## src/rtl/bsg_cgol_ctrl.sv

```systemverilog
// bsg_cgol_ctrl
//   Sequencing controller for a Game of Life cell array. It accepts an initial
//   board plus a generation count on a valid/ready handshake. It loads the
//   board into every cell with a one-cycle update strobe, then raises the
//   array-wide step enable for the requested number of generations. The final
//   board, read back from the cells, is offered on a valid/yumi handshake.
//
// Ports
//   clk_i         clock
//   reset_n_i     asynchronous active-low reset
//   data_i        initial board, bit r*board_width_p+c is cell (r,c), 1 = alive
//   frames_i      generations to simulate; values above max_game_length_p are clamped
//   v_i / ready_o input handshake
//   en_o          step enable to every cell
//   update_o      load strobe to every cell
//   update_val_o  per-cell load value, bit i to cell i
//   board_i       collected cell outputs
//   data_o        final board, valid while v_o=1
//   v_o / yumi_i  output handshake
module bsg_cgol_ctrl #(
    parameter int board_width_p     = 8,
    parameter int max_game_length_p = 1024
) (
    input  logic                                         clk_i,
    input  logic                                         reset_n_i,
    input  logic [board_width_p*board_width_p-1:0]       data_i,
    input  logic [$clog2(max_game_length_p+1)-1:0]       frames_i,
    input  logic                                         v_i,
    output logic                                         ready_o,
    output logic                                         en_o,
    output logic                                         update_o,
    output logic [board_width_p*board_width_p-1:0]       update_val_o,
    input  logic [board_width_p*board_width_p-1:0]       board_i,
    output logic [board_width_p*board_width_p-1:0]       data_o,
    output logic                                         v_o,
    input  logic                                         yumi_i
);

    localparam int CW  = $clog2(max_game_length_p + 1);
    localparam int BW2 = board_width_p * board_width_p;
    localparam logic [CW-1:0] MAX_FRAMES = CW'(max_game_length_p);

    typedef enum logic [1:0] {
        IDLE = 2'd0,
        LOAD = 2'd1,
        BUSY = 2'd2,
        DONE = 2'd3
    } state_e;

    state_e           state_q;
    logic [CW-1:0]    cnt_q;
    logic [BW2-1:0]   update_val_q;
    logic             ready_q;
    logic             en_q;
    logic             update_q;
    logic             v_q;
    logic [CW-1:0]    frames_clamped;

    // Clamping at load time means the down-counter can never wrap.
    assign frames_clamped = (frames_i > MAX_FRAMES) ? MAX_FRAMES : frames_i;

    // Each output flag is registered alongside the state it belongs to, so it
    // is set on the edge that enters that state.
    // NOTE: all state here uses non-blocking assignments; every register,
    // including the output flags, is cleared by the asynchronous reset so en_o,
    // update_o and v_o drop the moment reset_n_i falls. ready_q also resets to
    // 0, which keeps ready_o low during reset and raises it on the first edge
    // after release.
    always_ff @(posedge clk_i or negedge reset_n_i) begin
        if (!reset_n_i) begin
            state_q      <= IDLE;
            cnt_q        <= '0;
            update_val_q <= '0;
            ready_q      <= 1'b0;
            en_q         <= 1'b0;
            update_q     <= 1'b0;
            v_q          <= 1'b0;
        end else begin
            case (state_q)
                IDLE: begin
                    if (v_i && ready_q) begin
                        update_val_q <= data_i;
                        cnt_q        <= frames_clamped;
                        ready_q      <= 1'b0;
                        update_q     <= 1'b1;
                        state_q      <= LOAD;
                    end else begin
                        ready_q      <= 1'b1;
                    end
                end
                LOAD: begin
                    update_q <= 1'b0;
                    if (cnt_q == '0) begin
                        v_q     <= 1'b1;
                        state_q <= DONE;
                    end else begin
                        en_q    <= 1'b1;
                        state_q <= BUSY;
                    end
                end
                BUSY: begin
                    cnt_q <= cnt_q - CW'(1);
                    // The cycle seen with cnt_q==1 is the last enabled cycle.
                    if (cnt_q == CW'(1)) begin
                        en_q    <= 1'b0;
                        v_q     <= 1'b1;
                        state_q <= DONE;
                    end
                end
                DONE: begin
                    if (yumi_i) begin
                        v_q     <= 1'b0;
                        ready_q <= 1'b1;
                        state_q <= IDLE;
                    end
                end
                default: begin
                    state_q <= IDLE;
                end
            endcase
        end
    end

    assign ready_o      = ready_q;
    assign en_o         = en_q;
    assign update_o     = update_q;
    assign v_o          = v_q;
    assign update_val_o = update_val_q;
    // The cells hold their state while en_o and update_o are low, so the board
    // can be passed straight through.
    assign data_o       = board_i;

endmodule

```

## config.mk

```make
export PLATFORM = sky130hd
export DESIGN_NAME = bsg_cgol_ctrl
export DESIGN_NICKNAME = d
export VERILOG_FILES = /design/src/rtl/bsg_cgol_ctrl.sv
export SDC_FILE = /design/constraint.sdc
export NUM_CORES = 1
export LEC_CHECK = 0
export BUFFER_PORTS_ARGS = -buffer_cell sky130_fd_sc_hd__buf_4
export CORE_AREA = 3 3 105 107
export DETAILED_ROUTE_END_ITERATION = 6
export DIE_AREA = 0 0 108 110
export PLACE_DENSITY = 0.76
export SYNTH_ARGS = -nofsm -noshare
export SYNTH_HDL_FRONTEND = slang
export SYNTH_SLANG_ARGS = --single-unit
```

## constraint.sdc

```tcl
create_clock -name clk_i -period 3.23 [get_ports clk_i]
set_clock_uncertainty 0.15 [all_clocks]
set_input_delay 0.8075 -clock clk_i [delete_from_list [all_inputs] [get_ports clk_i]]
set_output_delay 0.8075 -clock clk_i [all_outputs]
set_load 0.005 [all_outputs]
```

==> metrics.md <==
| Metric | Value |
|---|---|
| Buffers & Inverters on Critical Path | 2 |
| Tmin final | 2.24 ns |
| Layout cells sized above 1 | 0.313 |
| #FFs+latches synth | 81 |
| Slowest stage delay, CP | 0.55 ns |
| Final Net Count | 696 |
| Commonest cells after routing, fill and taps aside | nand2_1, buf_4, dfrtp_1 |
| Final setup violation count | 0 |
| Via count | 3346 |
| Peak VDD IR | 0.000366 V |
| IO Count | 275 |
| Post-synth top area share | 0.501 |
| Final wirelength | 10100 µm |
| Most frequent CP cell | a211oi_1 |
| CTS tree | built |
| Final period util | 0.692 |
| Largest delay contributor family on the critical path | buffers and inverters |
| Post-DP HPWL | 7290 µm |
| Initial Utilization | 0.396 |
| Crit path kind | flip-flop to flip-flop |
| Worst Setup Start Kind | flip-flop |
| Clock transition at path regs | 0.09 ns |
| Vias in the first global route | 3163 |
| Die X | 108 µm |
| RSZ-0062 raised after global routing | false |
| Port-buffer cells | 146 |
| Grt total ovfl | 0 |
| Remaining antenna violation count | 0 |
| Commonest non-fill, non-tap cell in the layout | nand2_1 |
| Worst-Skew Late Latency | 0.35 ns |
| 1st-pass router iterations | 4 |
| GP Congestion | 0.786 |
| Yosys top cell by area | dfrtp_1 |
| Final hold vios | 0 |
| Starting DRT DRC Count | 160 |
| Maxcap violations | 0 |
| Worst Hold Class | primary input to async pin |
| F_max | 447 MHz |
| Core ar. | 0.0102 mm² |
| Setup TNS Final | 0 ns |
| Post-Synthesis Cells | 467 |
| CTS Sinks | 81 |
| P&R area growth vs syn | 24.6% |
| First-pass GRT wire length | 15500 µm |
| Clk buf depth | 2 |
| Req. time, crit path | 3.31 ns |
| Vias per cell | 4.88 |
| Setup Fix Bufs, Post-CTS | 0 |
| Die area | 0.0119 mm² |
| Syn_area_per_cell | 8.67 µm² |
| Register area share after synthesis | 0.501 |
| CP Cell Sequence | inv_1 -> ha_1 -> nand3_2 -> buf_4 -> nor3b_1 -> a211oi_1 -> a211oi_1 |
| H-tree Lvls | 3 |
| Number of distinct library cells after synthesis | 38 |
| Final Max Slew Viols | 0 |
| CTS resizes | 0 |
| ANT cells | 0 |
| Gr usage total | 0.165 |
| Setup ws final | 0.994 ns |
| Synth warn | 0 |
| Die Y | 110 µm |
| Avg WL per Cell | 14.7 µm |
| Largest net degree at the start of global routing | 71 |
| Initial antenna violation count | 0 |
| Number of placement rows | 37 |
| Pwr Density | 900 mW/mm² |
| Worst-Margin Slew | 0.826 ns |
| Pleak | 2.67 nW |
| Root buffer cell | clkbuf_8 |
| Crit Path Max Fanout | 70 |
| CP endpoint kind | flip-flop |
| Top cells by area, synth | dfrtp_1, nand2_1, buf_4 |
| Critical-path top delay cell | buf_4 |
| Synth Net Count | 618 |
| Setup WS pre-CTS | 0.830 ns |
| Post-CTS Hold Buffers | 0 |
| Status | completed |
| Post-route DRC | 0 |
| Mapped Area | 0.00405 mm² |
| Relative slew margins | 0.444 |
| Num CTS Buffers | 9 |
| Worst EP arrival | 2.31 ns |
| Final Non-Filler Cells | 686 |
| Cell total after placement | 670 |
==> final cells by class <==
type,count,area [µm²]
tap,136,170
timing repair buffer,150,1150
inverter,10,37.5
clock inverter,6,91.3
fill,984,5190
sequential,81,2030
multi-input combinational,293,1440
clock buffer,10,128
==> metal layers <==
layer  global-route usage  wire [µm]
met2                0.260       4810
met3               0.0419        772
met5                    0          0
met4               0.0974        430
met1                0.205       4050
==> synthesized netlist by cell type (all sizes together) <==
cell type  number
nor4            5
clkinv          1
nor2b           2
inv             9
o21ai          14
nor3b           6
nand3           5
and2            2
clkbuf         15
o22a            1
and3            1
nand2         196
nand2b          1
a31o            1
ha              8
a21oi           6
a221o           1
nor3            3
o31ai           2
and4            1
a21bo           1
o2111ai         2
mux2i           1
o21a            3
dfrtp          81
a31oi           8
a211oi          5
buf            68
o41ai           3
or4             2
a211o           1
a32oi           3
nor2            9
==> sequential cells by signal, indices dropped and copies added, names as in the netlist <==
register	count
cnt_q	11
state_q	2
ready_o	1
v_o	1
update_o	1
update_val_o	64
en_o	1
==> worst reg2reg max path, delay by kind of cell, from the launching register on <==
family | cells | cell delay (ns)
fa+ha+maj | 1 | 0.28
buf+inv | 2 | 0.67
simple gates | 2 | 0.27
compound gates | 2 | 0.37
flops | 1 | 0.38
==> worst paths after layout <==
| check | start | endpoint | slack [ns] | cells after the start |
|---|---|---|---|---|
| min in group clk_i | update_val_o[58] | update_val_o[58] | 0.33 | 2 |
| max in group asynchronous | reset_n_i | update_val_o[32] | 2.03 | 2 |
| setup / recovery | state_q[0] | cnt_q[2] | 0.99 | 7 |
| setup reg to reg | state_q[0] | cnt_q[2] | 0.99 | 7 |
| hold / removal | reset_n_i | cnt_q[4] | 0.29 | 1 |
| hold reg to reg | update_val_o[58] | update_val_o[58] | 0.33 | 2 |
==> logic make-up after synthesis <==
kind of cell             share of synthesized area
AO/OA/AOI/OAI                               0.0909
adder cells (fa/ha/maj)                     0.0247
buffers and inverters                        0.146
flip-flops                                   0.501
multiplexers                               0.00247
AND/OR/NAND/NOR                              0.236
==> where the power goes <==
part / leakage (nW) / internal [W] / total (W) / switching, W
clock: 0.0991 / 0.000439 / 0.000830 / 0.000391
combinational: 1.56 / 0.000951 / 0.00193 / 0.000978
sequential: 1.02 / 0.00147 / 0.00178 / 0.000311
total: 2.67 / 0.00286 / 0.00454 / 0.00168
==> per-stage QoR <==
stage / hold slack, ns / utilization / instance area, µm² / total power [W]
after floorplan: 0.305 / - / 4050 / 0.00281
after global placement: 0.311 / 0.471 / 4820 / 0.00365
after CTS: 0.304 / 0.493 / 5040 / 0.00459
after global routing: 0.331 / 0.493 / 5040 / 0.00492
after detailed placement: 0.313 / 0.471 / 4820 / 0.00374
final: 0.291 / 0.493 / 5040 / 0.00454
Note: power is estimated with default switching activity, not from simulation.
